$ cat src/rtl/miner_work_scheduler.sv
// Work-unit sequencer for a bank of SHA-256d cores: loads work, sweeps the nonce range
// in interleaved strides, and funnels offset-corrected golden nonces into a FWFT FIFO.
module miner_work_scheduler #(
    parameter int NUM_HASHERS  = 4,
    parameter int PIPE_LATENCY = 64,
    parameter int NONCE_OFFSET = 3,
    parameter int FIFO_DEPTH   = 4
) (
    input  logic                      clk,
    input  logic                      reset,
    input  logic                      work_valid,
    output logic                      work_ready,
    input  logic [255:0]              work_midstate,
    input  logic [95:0]               work_data,
    input  logic [31:0]               work_nonce_start,
    output logic                      core_load,
    output logic [255:0]              core_midstate,
    output logic [95:0]               core_data,
    output logic                      core_enable,
    output logic [31:0]               core_nonce,
    input  logic [NUM_HASHERS-1:0]    hit,
    input  logic [32*NUM_HASHERS-1:0] hit_nonce,
    output logic                      golden_valid,
    input  logic                      golden_ready,
    output logic [31:0]               golden_nonce,
    output logic                      work_done,
    output logic                      hit_dropped
);
    localparam int IDX_W = (NUM_HASHERS > 1) ? $clog2(NUM_HASHERS) : 1;
    localparam int PTR_W = $clog2(FIFO_DEPTH);
    localparam int CNT_W = $clog2(PIPE_LATENCY + 1);
    localparam logic [31:0]      LOW_MASK   = 32'(NUM_HASHERS - 1);
    localparam logic [32:0]      STRIDE     = 33'(NUM_HASHERS);
    localparam logic [31:0]      OFFSET     = 32'(NONCE_OFFSET);
    localparam logic [CNT_W-1:0] DRAIN_INIT = CNT_W'(PIPE_LATENCY - 1);
    localparam logic [CNT_W-1:0] BLANK_INIT = CNT_W'(PIPE_LATENCY);
    localparam logic [CNT_W-1:0] CNT_ONE    = CNT_W'(1);
    localparam logic [PTR_W-1:0] PTR_ONE    = PTR_W'(1);
    localparam logic [PTR_W:0]   FIFO_FULL  = (PTR_W + 1)'(FIFO_DEPTH);

    typedef enum logic [1:0] {S_IDLE, S_LOAD, S_HASH, S_DRAIN} state_t;

    state_t                  r_state, w_next;
    logic [255:0]            r_midstate;
    logic [95:0]             r_data;
    logic [31:0]             r_core_nonce;
    logic [CNT_W-1:0]        r_drain_cnt, r_blank_cnt;
    logic                    r_work_done, r_hit_dropped;
    logic [NUM_HASHERS-1:0]  r_pend;
    logic [31:0]             r_pend_nonce [NUM_HASHERS];
    logic [IDX_W-1:0]        r_rr;
    logic [31:0]             r_mem [FIFO_DEPTH];
    logic [PTR_W-1:0]        r_wr, r_rd;
    logic [PTR_W:0]          r_count;

    logic                    w_accept, w_abort, w_wrap, w_done_set, w_blanked;
    logic [32:0]             w_nonce_sum;
    logic                    w_pop, w_can_push, w_push, w_drop;
    logic [IDX_W-1:0]        w_grant_idx, w_cand;
    logic [NUM_HASHERS-1:0]  w_grant_vec, w_capture;

    function automatic logic [IDX_W-1:0] wrap_idx(input int v);
        return IDX_W'(v % NUM_HASHERS);
    endfunction

    assign w_accept    = work_valid & work_ready;
    assign w_abort     = w_accept & ((r_state == S_HASH) | (r_state == S_DRAIN));
    assign w_nonce_sum = {1'b0, r_core_nonce} + STRIDE;
    assign w_wrap      = w_nonce_sum[32];
    assign w_blanked   = (r_blank_cnt != '0);

    // NOTE: state register uses non-blocking assignment; all sequential state below does too.
    always_ff @(posedge clk) begin
        if (reset) r_state <= S_IDLE;
        else       r_state <= w_next;
    end

    // NOTE: every output of this block gets a default first, so no path can infer a latch.
    always_comb begin
        w_next      = r_state;
        w_done_set  = 1'b0;
        work_ready  = (r_state != S_LOAD);
        core_load   = (r_state == S_LOAD);
        core_enable = (r_state == S_HASH);
        case (r_state)
            S_IDLE:  if (w_accept) w_next = S_LOAD;
            S_LOAD:  w_next = S_HASH;
            S_HASH:  if (w_accept) w_next = S_LOAD;
                     else if (w_wrap) w_next = S_DRAIN;
            S_DRAIN: if (w_accept) w_next = S_LOAD;
                     else if (r_drain_cnt == '0) begin
                         w_next     = S_IDLE;
                         w_done_set = 1'b1;
                     end
            default: w_next = S_IDLE;
        endcase
    end

    always_ff @(posedge clk) begin
        if (reset) begin
            r_midstate   <= '0;
            r_data       <= '0;
            r_core_nonce <= '0;
            r_drain_cnt  <= '0;
            r_blank_cnt  <= '0;
            r_work_done  <= 1'b0;
        end else begin
            r_work_done <= w_done_set;
            if (w_accept) begin
                r_midstate   <= work_midstate;
                r_data       <= work_data;
                r_core_nonce <= work_nonce_start & ~LOW_MASK;
            end else if (r_state == S_HASH) begin
                r_core_nonce <= w_nonce_sum[31:0];
            end
            if (r_state == S_HASH && w_wrap && !w_accept) r_drain_cnt <= DRAIN_INIT;
            else if (r_state == S_DRAIN && r_drain_cnt != '0) r_drain_cnt <= r_drain_cnt - CNT_ONE;
            // Hits still in flight from aborted work are masked for one pipeline length.
            if (w_abort) r_blank_cnt <= BLANK_INIT;
            else if (w_blanked) r_blank_cnt <= r_blank_cnt - CNT_ONE;
        end
    end

    assign w_pop      = golden_ready & (r_count != '0);
    assign w_can_push = (r_count != FIFO_FULL) | w_pop;

    always_comb begin
        w_push      = 1'b0;
        w_grant_idx = '0;
        w_cand      = '0;
        w_grant_vec = '0;
        for (int k = 0; k < NUM_HASHERS; k++) begin
            w_cand = wrap_idx(int'(r_rr) + k);
            if (w_can_push && !w_push && r_pend[w_cand]) begin
                w_push      = 1'b1;
                w_grant_idx = w_cand;
            end
        end
        if (w_push) w_grant_vec[w_grant_idx] = 1'b1;
    end

    // A re-hit on a core whose pending slot is being granted this cycle replaces it.
    always_comb begin
        w_capture = '0;
        w_drop    = 1'b0;
        for (int i = 0; i < NUM_HASHERS; i++) begin
            if (hit[i] && !w_blanked && !w_abort) begin
                if (r_pend[i] && !w_grant_vec[i]) w_drop = 1'b1;
                else                              w_capture[i] = 1'b1;
            end
        end
    end

    always_ff @(posedge clk) begin
        if (reset) begin
            r_pend        <= '0;
            r_rr          <= '0;
            r_hit_dropped <= 1'b0;
            r_wr          <= '0;
            r_rd          <= '0;
            r_count       <= '0;
        end else begin
            if (w_abort) r_pend <= '0;
            else         r_pend <= (r_pend & ~w_grant_vec) | w_capture;
            if (w_push) begin
                r_rr <= wrap_idx(int'(w_grant_idx) + 1);
                r_wr <= r_wr + PTR_ONE;
            end
            if (w_pop) r_rd <= r_rd + PTR_ONE;
            r_count <= r_count + {{PTR_W{1'b0}}, w_push} - {{PTR_W{1'b0}}, w_pop};
            if (w_accept)    r_hit_dropped <= 1'b0;
            else if (w_drop) r_hit_dropped <= 1'b1;
        end
    end

    // NOTE: data storage is not reset; valid flags and pointers alone define what is meaningful.
    always_ff @(posedge clk) begin
        for (int i = 0; i < NUM_HASHERS; i++)
            if (w_capture[i]) r_pend_nonce[i] <= hit_nonce[32*i +: 32] - OFFSET;
        if (w_push) r_mem[r_wr] <= r_pend_nonce[w_grant_idx];
    end

    assign core_midstate = r_midstate;
    assign core_data     = r_data;
    assign core_nonce    = r_core_nonce;
    assign golden_valid  = (r_count != '0);
    assign golden_nonce  = r_mem[r_rd];
    assign work_done     = r_work_done;
    assign hit_dropped   = r_hit_dropped;
endmodule

$ cat config.mk
export PLATFORM = sky130hd
export DESIGN_NAME = miner_work_scheduler
export DESIGN_NICKNAME = d
export VERILOG_FILES = /design/src/rtl/miner_work_scheduler.sv
export SDC_FILE = /design/constraint.sdc
export NUM_CORES = 1
export LEC_CHECK = 0
export BUFFER_PORTS_ARGS = -buffer_cell sky130_fd_sc_hd__buf_4
export CAP_MARGIN = 10
export CELL_PAD_IN_SITES_DETAIL_PLACEMENT = 0
export CELL_PAD_IN_SITES_GLOBAL_PLACEMENT = 1
export CORE_AREA = 2 2 371 373
export CTS_BUF_LIST = sky130_fd_sc_hd__clkbuf_4
export DETAILED_ROUTE_END_ITERATION = 10
export DIE_AREA = 0 0 373 375
export PLACE_DENSITY = 0.45
export SYNTH_ARGS = -nofsm -noshare
export SYNTH_HDL_FRONTEND = slang
export SYNTH_SLANG_ARGS = --single-unit
$ cat constraint.sdc
create_clock -name clk -period 6.26 [get_ports clk]
set_clock_uncertainty 0.05 [all_clocks]
set_input_delay 0.626 -clock clk [delete_from_list [all_inputs] [get_ports clk]]
set_output_delay 0.626 -clock clk [all_outputs]
set_load 0.01 [all_outputs]
* Yosys cells after proc, flatten, opt, wreduce, memory -nomap -nowiden
Memories as Yosys holds them, arrays and structs flattened. A register that Yosys moved wholly into a read port is not among the register bits.
Index checks and enable logic that the tools add are counted.
** Word-level totals
- Register bits after elaboration :: 415
- Memory bits (writable) :: 256
- Input bits :: 520
- Output and inout bits :: 422
- Word-level logic and storage cells :: 162
- Memories :: 2
** Memories
- r_mem :: depth 4, bits a word 32, rd ports 1, clocked after memory_dff 1, wr ports 1, line 52 : logic [31:0] r_mem [FIFO_DEPTH];
- r_pend_nonce :: depth 4, bits a word 32, rd ports 1, clocked after memory_dff 0, wr ports 4, line 50 : logic [31:0] r_pend_nonce [NUM_HASHERS];
** Operators by class
- Add/subtract/negate cells :: 15
- Order comparisons :: 6
- Equal/unequal tests :: 8
- Muxes and demuxes :: 60
- Bitwise logic cells :: 9
- Reductions and logical operators :: 46
** Operator list (count)
- $sub A32 B2 Y32 const B :: 4
- $mux W32 :: 2
- $mux W1 :: 36
- $add A32 B3 Y33 const B :: 1
- $logic_and A1 B1 Y1 :: 23
- $mux W2 :: 11
- $lt A2 B3 Y1 const B :: 5
- $mux W7 :: 2
- $reduce_bool A7 Y1 :: 2
- $sub A7 B1 Y7 const B :: 2
- $mux W6 :: 2
- $logic_not A1 Y1 :: 10
- $add A2 B1 Y2 const B :: 4
- $bmux W1 S2 :: 4
- $pmux W2 S4 :: 1
- $logic_not A7 Y1 :: 1
- $reduce_bool A2 Y1 :: 3
- $reduce_or A2 Y1 :: 3
- $add A2 B2 Y2 const B :: 2
- $and A4 B4 Y4 :: 1
- $eq A2 B2 Y1 const B :: 2
- $mux W4 :: 1
- $not A4 Y4 :: 1
- $or A4 B4 Y4 :: 1
- 17 further kinds :: 20

* Longest topological paths before layout
- Word-level depth :: 32
- Gate-level depth with buffers :: 13

* Worst setup path before layout
No wires, ideal clock.
- Path kind :: input-to-reg
- Start point :: in golden_ready
- End point :: mem r_pend_nonce[1][0] (enable)
- Arrival time :: 3585 ps
- Path slack :: 2204 ps
- Stages on the path :: 9
- Path buffers :: 2
- Path through :: or4b_2 clkbuf_1 o21ai_0 nor2_1 clkbuf_1 inv_1 ha_1 a21boi_0 nor2_1
** RTL lines
- from (decl) :: line 24 : input logic golden_ready,
- to (decl) :: line 50

* Final worst setup path
- Start point :: reg r_state[1]
- End point :: reg r_midstate[125] (netlist: core_midstate[125])
** Between the ends
- Word-level cells in the longest chain between the ends :: 2
** RTL lines
- from (decl) :: line 43 : state_t r_state, w_next;
- from (signal assigned) :: line 75 : else r_state <= w_next;
- $ne A2 B1 Y1 :: line 82 : work_ready = (r_state != S_LOAD);
- $and A1 B1 Y1 :: line 66 : assign w_accept = work_valid & work_ready;
- to (signal assigned) :: line 110 : r_midstate <= work_midstate;
- to (decl) :: line 44 : logic [255:0] r_midstate;
Every way passes these cells.
A chain may end at the register's enable or synchronous reset.

==> results.py <==
metrics = {
    "power": {
        "vdd_drop_max_mv": 0.1691,
        "total_power_mw": 13.58,
        "cellLeakagePower_nw": 18.62,
        "powerDensity_nw_per_um2": 298.5,
    },
    "cells_and_area": {
        "area_delta_synth_final_pct": 69.62,
        "finalNetCount": 4884,
        "seq_area_sq_um": 16000,
        "fin_cells": 6301,
        "mostFrequentLayoutCell": "buf_4",
        "fillCellCount": 14390,
        "drive_above_1_share_pct": 30.63,
        "multi_input_area_sq_um": 10180,
        "final_cell_mix": "buf_4, nand2_1, dlygate4sd3_1, dfxtp_1, a21oi_1",
    },
    "timing": {
        "rsz0062_at_grt": "no",
        "setup_violations": 0,
        "finalSetupTns_ns": 0,
        "fmax_mhz": 276.9,
        "final_hold_viol_count": 0,
        "layout_setup_ws_ns": 2.649,
        "timing.slew.headroom_pct": 23.65,
        "maxSlewViolCount": 0,
        "min_period_ns": 3.611,
        "finalCritPeriodShare_pct": 57.69,
        "worst_pin_slew_ns": 1.142,
        "whs_ns": 0.2142,
    },
    "floorplan": {
        "core_sq_um": 136300,
        "die-area_sq_um": 139900,
        "dieHeight_um": 375,
        "start_util_pct": 19.68,
        "die_x_um": 373,
        "rows": 136,
        "boundaryPins": 942,
    },
    "worst_setup_path": {
        "startpoint_type": "flip-flop",
        "end_kind": "flip-flop",
        "cp_data_arrival_time_ns": 4.57,
        "r2r_end": "core_midstate[125]",
        "rr_worst_depth": 7,
        "critPathKind": "reg -> reg",
        "required_ns": 7.22,
        "reg2reg_slack_ns": 2.65,
        "crit_fanout": 61,
        "worstReg2RegStart": "r_state[1]",
    },
    "clock_tree": {
        "cts_tree": "yes",
        "numClockSinks": 671,
        "clockBufferDepth": 3,
        "cts_setup_buffers": 0,
        "clkTransAtPathRegs_ns": 0.06,
        "htree_num_levels": 4,
        "clk_latency_ns": 1.12,
        "cts_buffers": 204,
        "ctsResizeCount": 0,
        "cts_root_buffer": "clkbuf_4",
        "cts_hold_buf": 702,
    },
    "routing": {
        "wl_per_cell_um": 19.36,
        "antenna_left": 0,
        "first_iter_violations": 979,
        "vias": 25880,
        "totalWireLength_mm": 122.0,
        "via_per_inst": 4.107,
        "drc": 0,
        "drt_first_pass_iters": 5,
    },
    "outcome": {
        "status": "completed",
    },
    "logic_synthesis": {
        "netlist_area_sq_um": 26830,
        "synthArstFlopShare_pct": 0,
        "ys.warnings.count": 0,
        "syn_inst": 2633,
        "yosysUniqueCellTypes": 62,
        "ys_ff_latch": 671,
        "seq_area_frac_synth_pct": 59.62,
        "syn_area_per_cell_sq_um": 10.19,
        "synth_enable_flop_cells": 256,
        "synth_ff_type": "dfxtp_1",
    },
    "min_path": {
        "holdPathStages": 3,
        "min_path_type": "in -> reg",
        "min_to": "core_midstate[83]",
        "holdCritStartpoint": "reset",
    },
    "grt": {
        "grt_pass1_wl_mm": 178.8,
        "grt_util_met1_pct": 20.27,
        "grt_pass1_vias": 26760,
        "antenna_found_initial": 19,
        "busiest_layer": "met2",
        "use_met3_pct": 6.072,
        "grt_usage_pct": 17.04,
        "grt_max_degree": 163,
        "gr-total-overflow": 0,
        "use_met2_pct": 28.54,
    },
    "placement": {
        "place_congestion": 0.7788,
        "placed_cells": 5231,
        "place_worst_setup_slack_ns": 2.259,
        "dp_hpwl_mm": 87.72,
        "io_buffers": 937,
    },
    "job": {
        "drv_cap": 0,
    },
}
## cell families after synthesis
group	after synthesis	synth area share (%)
AOI/OAI and AO/OA	474	9.640
DFF	671	59.62
muxes	68	5.522
other	1	0.01398
xor gates and xnor gates	138	4.505
adders and majority gates	19	0.9142
buffers and inverters	184	2.645
and+or+nand+nor	1078	17.14
## sequential cells by signal, summed over array words and instances, names as in the netlist, 3 cells and up, named ones only
name / count
r_drain_cnt: 7
r_count: 3
r_pend: 4
core_data: 96
r_mem: 128
r_pend_nonce: 128
core_nonce: 30
core_midstate: 256
r_blank_cnt: 7
## stage by stage
| step | utilization, % | cell area (sq um) |
|---|---|---|
| finish | 33.39 | 45500 |
| floorplan | - | 26830 |
| detailed placement | 26.28 | 35820 |
| global route | 33.38 | 45500 |
| global placement | 26.28 | 35820 |
| CTS | 33.36 | 45470 |
## area by class of cell
class                   instances  area share, %
repair buffers               1662          31.46
inverters                      27         0.2227
flip-flops and latches        671          35.16
well taps                    1794          4.933
diodes                         12        0.06599
clock buffers                 294          4.850
clock inverters                62         0.9321
multi-input cells            1779          22.38
## worst max-delay path by stage
stage                 start                  end  slack [ns]  cells after the start
2_1_floorplan  golden_ready   r_pend_nonce[1][0]        2.20                      9
3_3_place_gp   golden_ready  r_pend_nonce[1][25]        2.28                      9
5_1_grt          r_state[1]       core_nonce[28]        2.30                      7
3_5_place_dp   golden_ready  r_pend_nonce[1][24]        2.26                      9
4_1_cts           flip-flop     golden_nonce[17]        2.49                      3
6_report         r_state[1]   core_midstate[125]        2.65                      7
## cells in the mapped netlist (15+ instances only)
cell      instances  area (sq um)
o21ai_0          19         95.09
nor2_1           96         360.4
dfxtp_1         415          8308
xor2_1           77         674.4
nand3_1          31         155.2
nor3_1           44         220.2
ha_1             18         225.2
clkbuf_1        147         551.8
nand2_1         773          2902
xnor2_1          61         534.3
edfxtp_1        256          7687
a21oi_1         386          1932
nand4_1          15         93.84
nor4_1           23         143.9
mux4_2           64          1441
inv_1            25         93.84
## where the power goes
| group | switching [mW] | leakage [nW] | internal [mW] |
|---|---|---|---|
| clock | 2.12 | 1.55 | 2.30 |
| combinational | 1.89 | 11.3 | 1.64 |
| sequential | 0.239 | 5.75 | 5.40 |
## worst max-delay path, cell delays in order, from the launching register on
cell and delay, ns:
dfxtp_1 0.68, nand2b_1 0.31, inv_1 0.17, nor2_4 0.79
buf_4 0.69, nand2_1 0.12, a21oi_1 0.16, dlygate4sd3_1 0.56
## layer usage
metal / wire length (um) / share of wire, %
met4: 2816 / 2.3
met2: 59220 / 49
met5: 115 / 0.094
met3: 8974 / 7.4
met1: 50840 / 42
(Power assumes the default switching activity.)
